--- config.mk ---
export PLATFORM = sky130hd
export DESIGN_NAME = load_store_unit
export DESIGN_NICKNAME = d
export VERILOG_FILES = /design/src/rtl/lsu_pkg.sv /design/src/rtl/lsu_align.sv /design/src/rtl/load_store_unit.sv
export SDC_FILE = /design/constraint.sdc
export NUM_CORES = 1
export LEC_CHECK = 0
export CORE_MARGIN = 4
export CORE_UTILIZATION = 35
export DETAILED_ROUTE_END_ITERATION = 10
export PLACE_DENSITY = 0.63
export SETUP_SLACK_MARGIN = 0.15
export SYNTH_ARGS = -nofsm -noshare
export SYNTH_HDL_FRONTEND = slang
export SYNTH_HIERARCHICAL = 1
export SYNTH_SLANG_ARGS = --single-unit
--- constraint.sdc ---
create_clock -name clk -period 2.3 [get_ports clk]
set_input_delay 0.46 -clock clk [delete_from_list [all_inputs] [get_ports clk]]
set_output_delay 0.46 -clock clk [all_outputs]
set_load 0.03 [all_outputs]
--- src/rtl/lsu_pkg.sv ---
// Shared types for the load/store unit: access size encoding,
// controller states and the size/alignment legality check.
package lsu_pkg;

    typedef enum logic [1:0] {
        SZ_B   = 2'b00,
        SZ_H   = 2'b01,
        SZ_W   = 2'b10,
        SZ_BAD = 2'b11
    } size_e;

    typedef enum logic [2:0] {
        IDLE,
        ISSUE,
        WAIT,
        WRITE,
        DONE
    } state_e;

    // Address range is checked separately because it depends on N.
    function automatic logic misaligned(size_e sz, logic [1:0] lo);
        logic bad;
        bad = 1'b0;
        unique case (sz)
            SZ_B:   bad = 1'b0;
            SZ_H:   bad = lo[0];
            SZ_W:   bad = (lo != 2'b00);
            SZ_BAD: bad = 1'b1;
            default: bad = 1'b1;
        endcase
        return bad;
    endfunction

endpackage

--- src/rtl/lsu_align.sv ---
// Byte/half lane extraction with sign/zero extension for loads,
// and lane replacement for sub-word store read-modify-write.
module lsu_align
    import lsu_pkg::*;
#(
    parameter int W = 32
) (
    input  logic [W-1:0] rdata,
    input  logic [1:0]   lo,
    input  size_e        size,
    input  logic         uns,
    input  logic [15:0]  wdata,
    output logic [W-1:0] ldata,
    output logic [W-1:0] merged
);

    logic [7:0]  b;
    logic [15:0] h;

    always_comb begin
        b      = rdata[{lo, 3'b000} +: 8];
        h      = rdata[{lo[1], 4'b0000} +: 16];
        ldata  = rdata;
        merged = rdata;
        unique case (size)
            SZ_B: begin
                ldata = uns ? {{(W-8){1'b0}}, b}
                            : {{(W-8){b[7]}}, b};
                merged[{lo, 3'b000} +: 8] = wdata[7:0];
            end
            SZ_H: begin
                ldata = uns ? {{(W-16){1'b0}}, h}
                            : {{(W-16){h[15]}}, h};
                merged[{lo[1], 4'b0000} +: 16] = wdata;
            end
            default: begin
                ldata  = rdata;
                merged = rdata;
            end
        endcase
    end

endmodule

--- src/rtl/load_store_unit.sv ---
// Single-outstanding load/store unit in front of a word-addressed
// data memory with one-cycle registered read data.
module load_store_unit
    import lsu_pkg::*;
#(
    parameter int W = 32,
    parameter int N = 5
) (
    input  logic         clk,
    input  logic         rst,
    input  logic         req_valid,
    output logic         req_ready,
    input  logic         req_we,
    input  logic [1:0]   req_size,
    input  logic         req_unsigned,
    input  logic [W-1:0] req_addr,
    input  logic [W-1:0] req_wdata,
    output logic         resp_valid,
    input  logic         resp_ready,
    output logic [W-1:0] resp_rdata,
    output logic         resp_err,
    output logic [W-1:0] mem_address,
    output logic         mem_read,
    output logic         mem_write,
    output logic [W-1:0] mem_wdata,
    input  logic [W-1:0] mem_rdata
);

    state_e         state;
    logic           we_q;
    logic           uns_q;
    size_e          size_q;
    logic [N+1:0]   addr_q;
    logic [W-1:0]   wdata_q;
    logic [W-1:0]   merged_q;
    logic           rd_q;
    logic           wr_q;

    logic [W-1:0]   ldata;
    logic [W-1:0]   merged;
    logic [W-1:0]   widx;
    logic           acc;
    logic           req_err;
    logic           word_st;
    logic           req_word_st;

    assign req_ready   = (state == IDLE);
    assign acc         = req_valid && req_ready;
    assign req_err     = misaligned(size_e'(req_size), req_addr[1:0])
                       || ((req_addr >> (N + 2)) != '0);
    assign req_word_st = req_we && (size_e'(req_size) == SZ_W);
    assign word_st     = we_q && (size_q == SZ_W);
    assign widx        = {{(W-N){1'b0}}, addr_q[N+1:2]};

    // Strobes drop with rst so a reset in WRITE never commits.
    assign mem_read    = rd_q && !rst;
    assign mem_write   = wr_q && !rst;

    always_comb begin
        mem_address = '0;
        mem_wdata   = '0;
        unique case (1'b1)
            (state == ISSUE): begin
                mem_address = widx;
                mem_wdata   = word_st ? wdata_q : '0;
            end
            (state == WRITE): begin
                mem_address = widx;
                mem_wdata   = merged_q;
            end
            default: begin
                mem_address = '0;
                mem_wdata   = '0;
            end
        endcase
    end

    lsu_align #(
        .W(W)
    ) u_align (
        .rdata  (mem_rdata),
        .lo     (addr_q[1:0]),
        .size   (size_q),
        .uns    (uns_q),
        .wdata  (wdata_q[15:0]),
        .ldata  (ldata),
        .merged (merged)
    );

    always_ff @(posedge clk) begin
        if (rst) begin
            state      <= IDLE;
            we_q       <= 1'b0;
            uns_q      <= 1'b0;
            size_q     <= SZ_B;
            addr_q     <= '0;
            wdata_q    <= '0;
            merged_q   <= '0;
            rd_q       <= 1'b0;
            wr_q       <= 1'b0;
            resp_valid <= 1'b0;
            resp_rdata <= '0;
            resp_err   <= 1'b0;
        end else begin
            unique case (state)
                IDLE: begin
                    if (acc) begin
                        we_q    <= req_we;
                        uns_q   <= req_unsigned;
                        size_q  <= size_e'(req_size);
                        addr_q  <= req_addr[N+1:0];
                        wdata_q <= req_wdata;
                        if (req_err) begin
                            state      <= DONE;
                            resp_valid <= 1'b1;
                            resp_err   <= 1'b1;
                            resp_rdata <= '0;
                        end else begin
                            state <= ISSUE;
                            if (req_word_st) begin
                                wr_q <= 1'b1;
                            end else begin
                                rd_q <= 1'b1;
                            end
                        end
                    end
                end
                ISSUE: begin
                    rd_q <= 1'b0;
                    wr_q <= 1'b0;
                    if (word_st) begin
                        state      <= DONE;
                        resp_valid <= 1'b1;
                        resp_err   <= 1'b0;
                        resp_rdata <= '0;
                    end else begin
                        state <= WAIT;
                    end
                end
                WAIT: begin
                    if (we_q) begin
                        merged_q <= merged;
                        wr_q     <= 1'b1;
                        state    <= WRITE;
                    end else begin
                        resp_rdata <= ldata;
                        resp_err   <= 1'b0;
                        resp_valid <= 1'b1;
                        state      <= DONE;
                    end
                end
                WRITE: begin
                    wr_q       <= 1'b0;
                    resp_valid <= 1'b1;
                    resp_err   <= 1'b0;
                    resp_rdata <= '0;
                    state      <= DONE;
                end
                DONE: begin
                    if (resp_ready) begin
                        resp_valid <= 1'b0;
                        resp_err   <= 1'b0;
                        resp_rdata <= '0;
                        state      <= IDLE;
                    end
                end
                default: begin
                    state <= IDLE;
                end
            endcase
        end
    end

endmodule

==> results.ini <==
[floorplanning]
start_util_pct = 35.8
die_area_um2 = 23200
core_um2 = 20400
ios = 205
dieWidth_um = 152
rows = 52
fp.dieH_um = 152

[yosys]
synth_fa_ha_area_share_pct = 0.858
yosys_warnings = 6
synthTopCellsByArea = dfxtp_1, nand2_1, a21oi_1
synth.avg_cell_area_um2 = 7.15
synth_mux_area_share_pct = 1.75
synth_area_um2 = 7290
synth_top_area_share_pct = 31.3
synth-edff-count = 0
synthCells = 1020
synth_area_leader_cell = dfxtp_1
yosysUniqueCellTypes = 60
synth_top_family_by_area = simple AND/OR/NAND/NOR gates
synth_compound_area_share_pct = 23.0
seq_area_frac_synth_pct = 31.3
synth_common_cells = nand2_1, a21oi_1, dfxtp_1
synthSimpleGateAreaFrac_pct = 33.5
ys.flop_type = dfxtp_1
ys_async_sr_fraction_pct = 0
ys_seq_elements = 114
synth-xor-area-share_pct = 0
yosysMostFrequentCell = nand2_1

[sta]
layout_min_cycle_time_ns = 2.33
layout_worst_path_cycle_share_pct = 101
setup_slack_ns = -0.0252
relSlewSlack_pct = 38.6
hold_viol = 0
worstMarginPinSlew_ns = 0.921
finalMaxSlewViolations = 0
rsz0062_at_grt = true
clock-skew-final_ns = 0.00949
fmax_ghz = 0.430
setup_viol = 7

[final_layout]
area_growth_pct = 37.5
nets = 1272
final_layout_size_suffix_gt1_share_pct = 13.0
multi_input_area_um2 = 4480
final_util_pct = 49.2
num-fill-cells = 2037
num_antenna_cells = 0
seq_area_um2 = 2290

[power_and_ir_drop]
power_density_nw_per_um2 = 622
vdd_drop_max_uv = 380
power_w = 0.00624
p_leak_nw = 3.71

[setup_path]
regToRegEndpoint = merged_q[1]
start_kind = flop
critPathArrivalTime_ns = 1.87
r2r_start = size_q[1]
ff2ff_setup_slack_ns = 0.27
required_ns = 1.84
cp-end-kind = output pin
crit_type = flop to output pin
path_delay_family = simple AND/OR/NAND/NOR gates
crit_chain = nand3b_1, nor3_4, buf_6, buf_12, a22oi_1, nor2_1, buf_4
worst_r2r_path_depth = 7
cp_num_buf_inv = 3
slowest_delay_ns = 0.31
cp_slowest_cell = dfxtp_1
worstPathMaxFanout = 8

[placement]
dp_hpwl_um = 18800
io_buffers = 177
dp_slack_ns = 0.137
gp_congestion = 0.930

[min_path]
min_to = wr_q
min_path_cells = 2
hold_path_startpoint = rst
min_path_type = input port to flop

[clock_network]
cts_tree = yes
htreeDepth = 4
cts-root-buf = clkbuf_16
clk_latency_ns = 0.42
cts.sinks = 114
cts_buffers = 17
clk_pin_slew_ns = 0.05
cts-hold-fix-buffers = 0
cts_buffer_depth = 2

[outcome]
violations = setup timing
status = finished with violations

[global_routing]
grt_usage_pct = 22.8
grt_first_pass_wirelength_um = 42900
grt_max_degree = 84
grt_antenna_before_repair = 1
grt_pass1_vias = 7617
gr-total-overflow = 0

[drt]
firstDrtPassIters = 6
route.vias.total = 8130
viasPerCell = 5.62
dr.first_iter.drc_count = 836
totalWireLength_um = 27800
drcViolationCount = 0
wl_per_cell_um = 19.2
antenna_left = 0

[run]
drv_cap = 0

## metal layers
metal | share of wire [%] | vias to the layer above | track usage, % | routed length (um)
met5 | 0.029 | - | 0 | 8
met4 | 2.8 | 2 | 8.22 | 786
met3 | 8.7 | 51 | 5.57 | 2430
met2 | 47 | 382 | 36.9 | 13100
met1 | 41 | 3818 | 29.7 | 11500
li1 | - | 3877 | - | -
## cells by family (layout without fill, tap and decap cells)
family / Yosys count / count (layout)
flip-flops: 114 / 114
adder cells (fa/ha/maj): 5 / 5
AND/OR/NAND/NOR: 490 / 490
multiplexers: 12 / 12
buffers and inverters: 135 / 265
AO/OA/AOI/OAI: 263 / 263
other: 1 / 27
## through the flow
step	hold WS, ns	std cells	TNS, ns	area, um2
floorplan	0.432	1046	0	7410
global placement	0.439	1408	0	9220
detailed placement	0.446	1408	0	9220
CTS	0.312	1446	-0.631	10000
global route	0.320	1446	-2.29	10000
finish	0.319	1446	-0.0979	10000
## sequential cells by signal, summed over array words and instances (netlist names)
signal,cells
resp_err,1
rd_q,1
resp_valid,1
resp_rdata,32
wdata_q,32
uns_q,1
wr_q,1
state,3
we_q,1
merged_q,32
size_q,2
addr_q,7
## power by group
part           leakage [nW]  internal, W  switching, W
logic                  2.48     0.000489      0.000705
registers             0.927      0.00204     0.0000710
clock network         0.304      0.00194      0.000989
total                  3.71      0.00447       0.00176
## cell type report
cell class / instances / share of cell area, %
inverters: 12 / 0.449
clock buffers: 18 / 4.38
clock inverters: 14 / 2.11
flip-flops and latches: 114 / 22.8
multi-input cells: 797 / 44.7
well taps: 270 / 3.37
repair buffers: 221 / 22.1
## worst max-delay path by stage
stage	slack, ns	cells after the start	endpoint	from
floorplan	0.17	12	merged_q[11]	addr_q[1]
global placement	0.18	7	resp_rdata[10]	mem_rdata[23]
detailed placement	0.14	8	resp_rdata[28]	mem_rdata[31]
CTS	-0.05	7	mem_wdata[6]	size_q[0]
global route	-0.1	7	mem_wdata[29]	size_q[0]
finish	-0.03	7	mem_wdata[7]	size_q[0]
## cell usage in the layout, fill, tap and decap left out, types with 33 or more instances in the layout
cell,instances
a21oi_1,114
a22oi_1,34
buf_4,63
clkdlybuf4s50_1,137
dfxtp_1,110
nand2_1,214
nand3_1,33
nand4_1,64
nor2_1,58
nor2b_1,44
o21ai_0,47
## timing repair
item | CTS | global route
setup endpoints to repair | 38 | 41
resized for setup | 16 | 9
buffers inserted | 3 | 0
pin swaps | 23 | 18
gates cloned | 3 | 0
Note: power is estimated with default switching activity, not from simulation.
